File: src/rtl/rr_arb4x32_if.sv
// Bundle of the four source words, the request handshake and the registered
// output handshake shared between the round-robin arbiter and its neighbours.
interface rr_arb4x32_if #(
   parameter int WIDTH = 32
);
   logic [WIDTH-1:0] X3;
   logic [WIDTH-1:0] X2;
   logic [WIDTH-1:0] X1;
   logic [WIDTH-1:0] X0;
   logic [3:0]       req_valid;
   logic [3:0]       req_ready;
   logic [1:0]       S;
   logic             out_valid;
   logic             out_ready;
   logic [WIDTH-1:0] out_data;
   logic [1:0]       out_src;

   modport slave (
      input  X3, X2, X1, X0, req_valid, out_ready,
      output req_ready, S, out_valid, out_data, out_src
   );

   modport master (
      output X3, X2, X1, X0, req_valid, out_ready,
      input  req_ready, S, out_valid, out_data, out_src
   );
endinterface

File: src/rtl/rr_arb4x32.sv
// Four-source round-robin arbiter feeding a one-entry registered output stage;
// the rotating pointer makes the source after the last winner top priority.
module rr_arb4x32 #(
   parameter int WIDTH = 32
) (
   input logic            clk,
   input logic            rst_n,
   rr_arb4x32_if.slave    bus
);
   logic [1:0]       ptr_q, ptr_d;
   logic [1:0]       lastGrant_q, lastGrant_d;
   logic             outValid_q, outValid_d;
   logic [WIDTH-1:0] outData_q, outData_d;
   logic [1:0]       outSrc_q, outSrc_d;

   logic [1:0]       grant;
   logic [1:0]       idx;
   logic             found;
   logic             anyReq;
   logic             load;
   logic             accept;
   logic [1:0]       sel;
   logic [WIDTH-1:0] muxOut;

   assign anyReq = |bus.req_valid;

   // First requester at or after the priority pointer, wrapping modulo 4.
   always_comb begin
      grant = 2'd0;
      idx   = 2'd0;
      found = 1'b0;
      for (int k = 0; k < 4; k++) begin
         idx = ptr_q + 2'(k);
         if (!found && bus.req_valid[idx]) begin
            grant = idx;
            found = 1'b1;
         end
      end
   end

   assign load   = !outValid_q || bus.out_ready;
   assign accept = load && anyReq;
   assign sel    = anyReq ? grant : lastGrant_q;

   always_comb begin
      muxOut = bus.X0;
      case (sel)
         2'd0:    muxOut = bus.X0;
         2'd1:    muxOut = bus.X1;
         2'd2:    muxOut = bus.X2;
         default: muxOut = bus.X3;
      endcase
   end

   // Ready is suppressed while reset is asserted so nothing is taken in that cycle.
   always_comb begin
      bus.req_ready = 4'b0000;
      if (rst_n && accept) begin
         bus.req_ready[grant] = 1'b1;
      end
   end

   always_comb begin
      ptr_d       = ptr_q;
      lastGrant_d = lastGrant_q;
      outValid_d  = outValid_q;
      outData_d   = outData_q;
      outSrc_d    = outSrc_q;
      if (accept) begin
         ptr_d       = grant + 2'd1;
         lastGrant_d = grant;
         outValid_d  = 1'b1;
         outData_d   = muxOut;
         outSrc_d    = grant;
      end else if (outValid_q && bus.out_ready) begin
         outValid_d  = 1'b0;
      end
   end

   always_ff @(posedge clk) begin
      if (!rst_n) begin
         ptr_q       <= 2'd0;
         lastGrant_q <= 2'd0;
         outValid_q  <= 1'b0;
         outData_q   <= '0;
         outSrc_q    <= 2'd0;
      end else begin
         ptr_q       <= ptr_d;
         lastGrant_q <= lastGrant_d;
         outValid_q  <= outValid_d;
         outData_q   <= outData_d;
         outSrc_q    <= outSrc_d;
      end
   end

   assign bus.S         = sel;
   assign bus.out_valid = outValid_q;
   assign bus.out_data  = outData_q;
   assign bus.out_src   = outSrc_q;
endmodule

File: src/flat_wrapper.sv
// flat-port wrapper written by rule: the top's interface ports become plain ports
module rr_arb4x32_flat 
#(
   parameter int WIDTH = 32
)
  (clk, rst_n, bus_X3, bus_X2, bus_X1, bus_X0, bus_req_valid, bus_out_ready, bus_req_ready, bus_S, bus_out_valid, bus_out_data, bus_out_src);
  rr_arb4x32_if #(.WIDTH(WIDTH)) bus_i ();
  input logic clk;
  input logic rst_n;
  input wire logic [$bits(bus_i.X3)-1:0] bus_X3;
  input wire logic [$bits(bus_i.X2)-1:0] bus_X2;
  input wire logic [$bits(bus_i.X1)-1:0] bus_X1;
  input wire logic [$bits(bus_i.X0)-1:0] bus_X0;
  input wire logic [$bits(bus_i.req_valid)-1:0] bus_req_valid;
  input wire logic [$bits(bus_i.out_ready)-1:0] bus_out_ready;
  output wire logic [$bits(bus_i.req_ready)-1:0] bus_req_ready;
  output wire logic [$bits(bus_i.S)-1:0] bus_S;
  output wire logic [$bits(bus_i.out_valid)-1:0] bus_out_valid;
  output wire logic [$bits(bus_i.out_data)-1:0] bus_out_data;
  output wire logic [$bits(bus_i.out_src)-1:0] bus_out_src;
  assign bus_i.X3 = bus_X3;
  assign bus_i.X2 = bus_X2;
  assign bus_i.X1 = bus_X1;
  assign bus_i.X0 = bus_X0;
  assign bus_i.req_valid = bus_req_valid;
  assign bus_i.out_ready = bus_out_ready;
  assign bus_req_ready = bus_i.req_ready;
  assign bus_S = bus_i.S;
  assign bus_out_valid = bus_i.out_valid;
  assign bus_out_data = bus_i.out_data;
  assign bus_out_src = bus_i.out_src;
  rr_arb4x32 #(.WIDTH(WIDTH)) u_core (.clk(clk), .rst_n(rst_n), .bus(bus_i));
endmodule
File: config.mk
export PLATFORM = sky130hd
export DESIGN_NAME = rr_arb4x32_flat
export DESIGN_NICKNAME = d
export VERILOG_FILES = /design/src/rtl/rr_arb4x32_if.sv /design/src/rtl/rr_arb4x32.sv /design/src/flat_wrapper.sv
export SDC_FILE = /design/constraint.sdc
export NUM_CORES = 1
export LEC_CHECK = 0
export CAP_MARGIN = 0
export CORE_MARGIN = 5
export CORE_UTILIZATION = 34
export CTS_CLUSTER_DIAMETER = 50
export CTS_CLUSTER_SIZE = 10
export DETAILED_ROUTE_END_ITERATION = 16
export HOLD_SLACK_MARGIN = 0.02
export PLACE_DENSITY = 0.9
export SYNTH_ARGS = -nofsm -noshare
export SYNTH_HDL_FRONTEND = slang
export SYNTH_SLANG_ARGS = --single-unit
File: constraint.sdc
create_clock -name clk -period 2.15 [get_ports clk]
set_input_delay 0.215 -clock clk [delete_from_list [all_inputs] [get_ports clk]]
set_output_delay 0.215 -clock clk [all_outputs]
set_load 0.03 [all_outputs]
Word level (Yosys, flattened, before mapping)
Cells that the tools add are included.
Widths: inputs -> output; s select.
Storage, ports and cells
  flip-flop bits (word level): 37
  input bits: 135
  logic and storage cells: 53
Operators by class
  add/sub/neg operators: 4
  magnitude comparators: 6
  equal/unequal tests: 2
  muxes and demuxes: 22
  reduce and logical (&&, ||, !) cells: 15
Operators by type and width (count)
  $pmux 32 s3: 1
  $lt 2x3->1 const B: 5
  $mux 1: 10
  $mux 2: 5
  $bmux 1 s2: 4
  $logic_and 1x1->1: 7
  $add 2x1->2 const B: 2
  $add 2x2->2 const B: 2
  $logic_not 1->1: 4
  $mux 4: 1
  $reduce_or 4->1: 1
  $demux 1 s2: 1
  $eq 2x1->1 const B: 1
  $eq 2x2->1 const B: 1
  $ge 2x1->1 const B: 1
  $logic_not 2->1: 1
  $reduce_bool 2->1: 1
  $logic_or 1x1->1: 1

Longest topological paths before layout
Gate-level depths: netlist of the first run.
  word-level depth: 17
  gate-level depth with buffers: 8
  depth with buffers taken out: 7

Least setup slack after synthesis of the first run
No wires, ideal clock.
  path type: register to output
  from: reg u_core.ptr_q[1]
  to: out bus_req_ready[1]
  arrival: 1.700 ns
  path slack: 0.235 ns
  stages on the path, launching flop included: 8
  path buffers: 1
  cells stage by stage: dfxtp_1 > nand2_1 > a311oi_2 > nor2_4 > buf_4 > inv_1 > ha_1 > and3_1
On the way
  longest elaborated chain between the ends: 17
RTL lines
  from (decl): line rr_arb4x32.sv:10  | logic [1:0] ptr_q, ptr_d;
  from (signal assigned): line rr_arb4x32.sv:88  | ptr_q <= ptr_d;
  parallel branches: the longest is 11 deep, another holds $add 2x1->2
  $mux 2 (*): line rr_arb4x32.sv:34  | if (!found && bus.req_valid[idx]) begin
  net u_core.grant[1]: line rr_arb4x32.sv:16  | logic [1:0] grant;
  $lt 2x3->1 (implied by the code) or $ge 2x1->1 (tied branches): line rr_arb4x32.sv:59  | bus.req_ready[grant] = 1'b1;
  $logic_and 1x1->1 (implied by the code): line rr_arb4x32.sv:59
  $mux 1 (implied by the code): line rr_arb4x32.sv:59
  $demux 1 s2 (*)
  $mux 4 (*): line rr_arb4x32.sv:58  | if (rst_n && accept) begin
  to (decl): line flat_wrapper.sv:16  | output wire logic [$bits(bus_i.req_ready)-1:0] bus_req_ready;
Mark *: on every way through the listed nets, which the timed path passes. The select of a mux whose other input is x is not followed.

Worst setup path after layout of the first run
  from: reg u_core.ptr_q[0]
  to: out bus_req_ready[2]
The elaborated chain is that of the path after synthesis.

==> impl_results.md, run 1 <==
- Status: finished with violations
- Failing checks: negative setup slack
- Static Leak: roughly 0.0018 uW
- Post-Route WL: 8.58 mm
- Power Density: around 720 nW/um2
- CP dominant cell by count: buf_6
- Delay-heaviest family, CP: compound AO/OA/AOI/OAI gates
- Biggest area consumer among synthesized cells: dfxtp_1
- Final hold viol count: 0
- Critical Path Sink Type: primary output
- Achievable frequency: between 400 and 500 MHz
- Max-cap viol count: 0
- Synth Instances: 224
- Min-Delay Path Class: flip-flop to flip-flop
- Overall power: 3190 uW
- Clock sinks: 37
- # IOs: 176
- Endpoints failing setup: 2
- Hold path depth: 2
- Remaining DRCs: 0
- Worst Setup Start Kind: flip-flop
- Initial antenna violation count: 0
- DRT Pass-1 Iters: 4
- Clock root buffer: clkbuf_8
- CP max FO: 2
- Critical Path, Cell by Cell: and2b_1, a21o_1, a221oi_4, inv_2, buf_6, ha_4, and3_4, buf_6
- Yosys cell types: 26
- Congestion Overflow GR: 0
- Hold wc startpoint: u_core.bus.out_data[5]
- Clock latency on the worst-skew pair: 290 ps
- Placer Congestion: 0.827
- Period utilisation layout: 101%
- Drt wl/cell: 17.4 um
- CP Data Required Time: 1930 ps
- Flops & latches, synth: 37
- Hold_buf cts: 0
- Layout cells sized above 1: 13.0%
- Largest cells by area after synthesis: dfxtp_1 (33%), mux2i_1 (29%), o221ai_1 (12%), nand2_1 (5.9%), buf_6 (4.5%)
- Final setup margin: -30.4 ps
- Diode count: 0
- Synth top area share: approximately 33%
- Largest net degree at the start of global routing: 33
- CTS tree: done
- FF-to-FF Start: u_core.ptr_q[0]
- Vias/cell: between 5 and 6
- DP HPWL: 6.77 mm
- Final Skew: about 9.9 ps
- Post-Syn Area: 2280 um2
- Largest stage delay on the critical path: between 300 and 400 ps
- Synthesized Nets: 363
- P&R area growth vs syn: 94.5%
- Slowest cell on the critical path: dfxtp_2
- Global Route Usage Sum: 19.7%
- CTS buffer count: 5
- Min-Delay Endpoint: u_core.bus.out_data[5]
- Fin area: 4430 um2
- Die Y: slightly above 90 um
- Initial core utilization: 35.5%
- Vias in the first global route: 2698
- Worst-path clk slew: 80 ps
- WP buf/inv: 3
- # port buffers: ~180
- Drt initial violations: 55
- Core area: around 6400 um2
- RSZ-0062 raised after global routing: yes
- Row Count: 29
- Max VDD drop: 0.000346 V
- Placed instance area: 4180 um2
- Number of instances in the placed design: 479
- Via Count: between 2000 and 3000
- Total Neg Setup Slack: -46.4 ps
- Worst Reg-to-Reg Cells: 7
- FF-to-FF setup slack: 80 ps
- DRT antenna net count: 0
- Slew Limit Fails: 0
- R2R Path End: u_core.bus.out_data[24]
- Final min period: 2180 ps
- Die area: 8430 um2
- Synth Warn #: 0
- Post-Syn Area per Cell: roughly 10 um2
- Non-Filler Instances: approximately 500
- H-tree depth: 2
- Final net count: 554
- Seq/Total Area, Yosys: around a third
- Actual slew at the worst max-slew pin: 407 ps
- Chip width: 91.8 um
- Kind of critical path: flip-flop to primary output
- Clock tree buffer depth: 2
- Critical Path AT: 1970 ps
- First-pass GRT wire length: ~13 mm
- Rel. slew slack: 72.9%
-- power breakdown --
group | total (uW) | internal (uW) | switching [uW]
Combinational | 1600 | 840 | 762
Sequential | 876 | 812 | 64.1
Clock | 716 | 461 | 255
Total | 3190 | 2110 | 1080
-- per-layer routing --
layer	GRT usage, %	up-vias	routed length [um]	part of all wire [%]
met5	0	-	0	0
met4	4.33	0	79	0.92
met3	8.35	7	1030	12
met2	36.7	131	4380	51
met1	20.7	1174	3100	36
li1	-	1229	-	-
-- sequential cells by signal, summed over array words and instances, names as in the netlist --
register,cells
u_core.ptr_q,2
u_core.bus.out_valid,1
u_core.lastGrant_q,2
u_core.bus.out_data,32
-- per-stage QoR --
| step | hold WS (ps) | util (%) | setup WS (ps) |
|---|---|---|---|
| global route | 488 | 69.0 | -116 |
| detailed placement | 453 | 65.1 | -375 |
| CTS | 475 | 68.6 | -44.1 |
| global placement | 442 | 65.1 | -329 |
| floorplan | 396 | - | 235 |
| finish | 468 | 69.0 | -30.4 |
-- cell families after synthesis --
kind of cell / after synthesis / share of synthesized area [%]
AOI/OAI and AO/OA: 41 / 16.0
buffers and inverters: 22 / 7.14
adders and majority gates: 4 / 2.20
and+or+nand+nor: 53 / 12.6
DFF: 37 / 32.5
muxes: 67 / 29.5
-- timing repair --
action | CTS | global route
setup buffers | 4 | 1
endpoints found under the setup margin | 3 | 4
pin swaps | 2 | 2
resized for setup | 14 | 6
cloned | 1 | 0
endpoints found under the hold margin | 0 | 0
-- cells in the final DEF, fill, tap and decap left out, drive strengths merged --
master,count
a21boi,1
a21o,1
a21oi,3
a221oi,1
a311oi,1
and2b,1
and3,4
buf,32
bufbuf,1
bufinv,2
clkbuf,5
clkdlybuf4s50,167
clkinv,1
dfxtp,37
dlygate4sd2,2
ha,4
inv,4
mux2i,67
nand2,36
nand2b,3
nand3,1
nand3b,1
nor2,1
nor2b,5
nor4,1
o21ai,2
o221ai,32
-- area by class of cell --
cell class                      instances  area (um2)
Fill cell                             500        1990
Timing Repair Buffer                  202        2040
Clock inverter                          3        65.1
Clock buffer                            5        68.8
Multi-Input combinational cell        165        1400
Inverter                                4        15.0
Tap cell                               77        96.3
Sequential cell                        37         742
-- worst max-delay path by stage --
stage	from	end	slack, ps	cells past startpoint
final	u_core.ptr_q[0]	bus_req_ready[2]	-30	8
after global placement	bus_req_valid[0]	bus_req_ready[0]	-330	8
after floorplan	u_core.ptr_q[1]	bus_req_ready[1]	230	7
after global routing	u_core.ptr_q[0]	bus_req_ready[2]	-120	8
after CTS	u_core.ptr_q[0]	bus_req_ready[0]	-40	7
after detailed placement	bus_req_valid[2]	bus_req_ready[0]	-370	8
-- cell usage after synthesis --
cell	n
a21o_1	1
inv_2	1
a21boi_0	1
buf_2	1
o21ai_2	1
nand2_1	36
buf_4	3
nor2b_1	5
nand3_4	1
nand3b_4	1
a21oi_1	3
a221oi_4	1
nor2_4	1
a311oi_2	1
o21ai_0	1
nand2b_1	3
inv_1	3
nor4_4	1
mux2i_1	67
and2b_1	1
ha_1	4
o221ai_1	32
buf_6	9
and3_1	4
clkbuf_1	5
dfxtp_1	37
-- tightest hold or removal path: cells and delay by family, from the launching register on --
family,cells,cell delay (ps)
AO/OA/AOI/OAI,1,60
flip-flops,1,330
AND/OR/NAND/NOR,1,50
Power figures use the tool's default switching activity.
==> run 2, diff against run 1 <==
ABC_AREA = 1   (was default)
CORE_UTILIZATION = 38   (was 34)
TNS_END_PERCENT = 30   (was default)
==> impl_results.md, run 2 <==
- Vias/cell: 5.17 (+0.32%)
- # port buffers: 175 (unchanged)
- Max-cap viol count: 0 (unchanged)
- Min-Delay Endpoint: u_core.bus.out_data[3]
- Worst Reg-to-Reg Cells: 14 (+7)
- R2R Path End: u_core.bus.out_data[30]
- Synth Instances: 460 (+110%)
- Fin area: 5070 um2 (+15%)
- RSZ-0062 raised after global routing: yes
- Global Route Usage Sum: 23.4% (+3.6 points)
- Remaining DRCs: 0 (unchanged)
- Synth top area share: 25.9% (-6.7 points)
- Clock tree buffer depth: 2 (unchanged)
- Final hold viol count: 0 (unchanged)
- Drt initial violations: 146 (+170%)
- FF-to-FF setup slack: -60 ps (-140 ps)
- Rel. slew slack: 75.7% (+2.8 points)
- Final min period: 2310 ps (+131 ps)
- Final net count: 788 (+42%)
- Net Sw Power: 4380 uW (+310%)
- Period utilisation layout: 108% (+6.1 points)
- Min-Delay Path Class: flip-flop to flip-flop
- Largest cells by area after synthesis: dfxtp_1 (26%), nand2_1 (18%), nand3_1 (9.8%), o21ai_0 (9.3%), inv_1 (6.3%)
- Number of instances in the placed design: 733 (+53%)
- Hold wc startpoint: u_core.bus.out_data[3]
- Die Y: 96.8 um (+5.4%)
- CTS tree: done
- P&R area growth vs syn: 77.1%
- Layout cells sized above 1: 15.7% (+2.7 points)
- Max reg flops: 32 (unchanged)
- Flops & latches, synth: 37 (unchanged)
- Achievable frequency: 433 MHz (-5.7%)
- First-pass GRT wire length: 18.5 mm (+38%)
- Clock root buffer: clkbuf_8
- Post-Syn Area per Cell: 6.23 um2 (-39%)
- DRT Pass-1 Iters: 5 (+1)
- Clk network pwr share: 5.6% (-17 points)
- Failing checks: negative setup slack
- Final Skew: 8.39 ps (-1.47 ps)
- Combinational power share: 81.5% (+31 points)
- H-tree depth: 2 (unchanged)
- Status: finished with violations
- Diode count: 0 (unchanged)
- Top_reg_cell synth: dfxtp_1
- Die area: 9380 um2 (+11%)
- Critical Path Sink Type: primary output
- Synth Warn #: 0 (unchanged)
- Count leader, synth: nand2_1
- Synthesized Nets: 599 (+65%)
- Final setup margin: -161 ps (-131 ps)
- Async S/R FF share, synth: 0% (unchanged)
- Vias in the first global route: 3947 (+46%)
- Endpoints failing setup: 29 (+27)
- Placer Congestion: 0.957 (+16%)
- Slew Limit Fails: 0 (unchanged)
- Clock latency on the worst-skew pair: 280 ps (about the same)
- Critical Path AT: 2100 ps (+130 ps)
- Initial antenna violation count: 0 (unchanged)
- CP max FO: 8 (+6)
- FF-to-FF Start: u_core.ptr_q[0]
- Non-Filler Instances: 749 (+52%)
- Clock sinks: 37 (unchanged)
- Hold_buf cts: 0 (unchanged)
- Synth cell count leaders: nand2_1 (139), nand3_1 (56), o21ai_0 (53)
- Biggest area consumer among synthesized cells: dfxtp_1
- Worst-path clk slew: 80 ps (about the same)
- Core area: 7290 um2 (+14%)
- Static Leak: 0.00217 uW (+21%)
- Most common cell after layout, fill and taps aside: clkdlybuf4s50_1
- Yosys cell types: 27 (+3.8%)
- # IOs: 176 (unchanged)
- Initial core utilization: 39.3% (+3.8 points)
- Max VDD drop: 0.000849 V (+150%)
- Sw Ratio: 51.7% (+18 points)
- Chip width: 96.8 um (+5.4%)
- CP Data Required Time: 1930 ps (about the same)
- Seq/Total Area, Yosys: 25.9% (-6.7 points)
- Drt wl/cell: 15.6 um (-10%)
- Post-synth EDFFs: 0 (unchanged)
- Post-Route WL: 11.7 mm (+36%)
- Kind of critical path: flip-flop to primary output
- Largest net degree at the start of global routing: 33 (unchanged)
- Row Count: 31 (+6.9%)
- Fin Hold WS: 467 ps (-0.387 ps)
- Power Density: 1670 nW/um2 (+130%)
- Congestion Overflow GR: 0 (unchanged)
- Placed instance area: 4780 um2 (+14%)
- CTS buffer count: 5 (unchanged)
- Worst Setup Start Kind: flip-flop
- Via Count: 3873 (+52%)
- Leading cell types in the layout, fill and taps excluded: clkdlybuf4s50_1 (167), nand2_1 (130), nand3_1 (55)
- Post-Syn Area: 2870 um2 (+26%)
- Hold path depth: 2 (unchanged)
- Actual slew at the worst max-slew pin: 363 ps (-43.7 ps)
- Total Neg Setup Slack: -1030 ps (-984 ps)
- DP HPWL: 8.83 mm (+30%)
- Internal power: 4090 uW (+93%)
- Sequential share of power: 12.9% (-14 points)
- Fillers: 590 (+18%)
- DRT antenna net count: 0 (unchanged)
[run 2: cell types whose count changed in the layout (fill, tap and decap cells not counted), moves of 11 or more]
| cell | before | now |
|---|---|---|
| nand2_1 | 36 | 130 |
| mux2i_1 | 67 | 0 |
| nand3_1 | 0 | 55 |
| o21ai_0 | 1 | 50 |
| inv_1 | 2 | 45 |
| o221ai_1 | 32 | 0 |
| o21ai_1 | 0 | 18 |
| a21oi_1 | 3 | 19 |
| nand4_1 | 0 | 16 |
| a21oi_2 | 0 | 15 |
| nand2_2 | 0 | 11 |
[run 2: critical path: stages (launching register included)]
cell,delay [ps]
dfxtp_4,390
buf_8,140
nand2_2,60
nand3_1,100
nand2_1,80
buf_4,140
o211ai_1,240
nand2_2,140
inv_2,80
ha_2,150
inv_1,30
nor2_1,80
buf_4,170
[run 2: worst max-delay path by stage]
stage / startpoint / endpoint / slack [ps] / depth (start not counted)
after detailed placement: bus_req_valid[3] / u_core.bus.out_data[26] / -270 / 14
after global routing: u_core.ptr_q[0] / bus_req_ready[1] / -260 / 12
after CTS: u_core.ptr_q[0] / bus_req_ready[1] / -140 / 13
after global placement: bus_req_valid[0] / u_core.bus.out_data[14] / -150 / 10
after floorplan: u_core.ptr_q[0] / bus_req_ready[1] / -40 / 15
final: u_core.ptr_q[0] / bus_req_ready[1] / -160 / 12
[run 2: metrics by stage]
step / worst slack (ps) / utilization, % / total power, uW
6_report: -161 / 69.6 / 8470
5_1_grt: -256 / 69.6 / 9180
4_1_cts: -136 / 67.8 / 7930
3_5_place_dp: -273 / 65.6 / 7180
3_3_place_gp: -146 / 65.6 / 6990
2_1_floorplan: -41.0 / - / 5300
[run 2: power by group through the flow]
stage / combinational, uW / sequential (uW) / clock (uW)
after floorplan: 3830 / 1470 / 0
after global placement: 5920 / 1070 / 0
after detailed placement: 6100 / 1080 / 0
after CTS: 6360 / 1080 / 485
after global routing: 7550 / 1120 / 513
final: 6900 / 1090 / 470
[run 2: metal layers]
metal	GRT usage, %	routed length (um)	vias to the layer above
met2	42.8	5860	206
met1	26.2	4530	1737
li1	-	-	1890
met4	7.78	333	0
met3	5.90	951	40
met5	0	0	-
[run 2: cell families (layout without fill, tap and decap cells)]
family | Yosys count | after routing | share of synthesized area (%)
flip-flops | 37 | 37 | 25.9
adder cells (fa/ha/maj) | 4 | 4 | 1.75
AO/OA/AOI/OAI | 104 | 104 | 20.3
buffers and inverters | 83 | 273 | 14.5
AND/OR/NAND/NOR | 232 | 232 | 37.6
[run 2: what timing repair did]
action,CTS,global route
cloned,0,1
pin swaps,8,5
gates resized for setup,16,29
buffers inserted,5,2
setup endpoints to repair,27,38
[run 2: cell type report]
| cell class | instances | area (um2) | area share, % |
|---|---|---|---|
| inverter | 53 | 204 | 4.02 |
| tap | 99 | 124 | 2.44 |
| sequential | 37 | 748 | 14.7 |
| clock buffer | 6 | 72.6 | 1.43 |
| clock inverter | 2 | 10.0 | 0.197 |
| timing repair buffer | 212 | 2140 | 42.1 |
| multi-input combinational | 340 | 1780 | 35.1 |
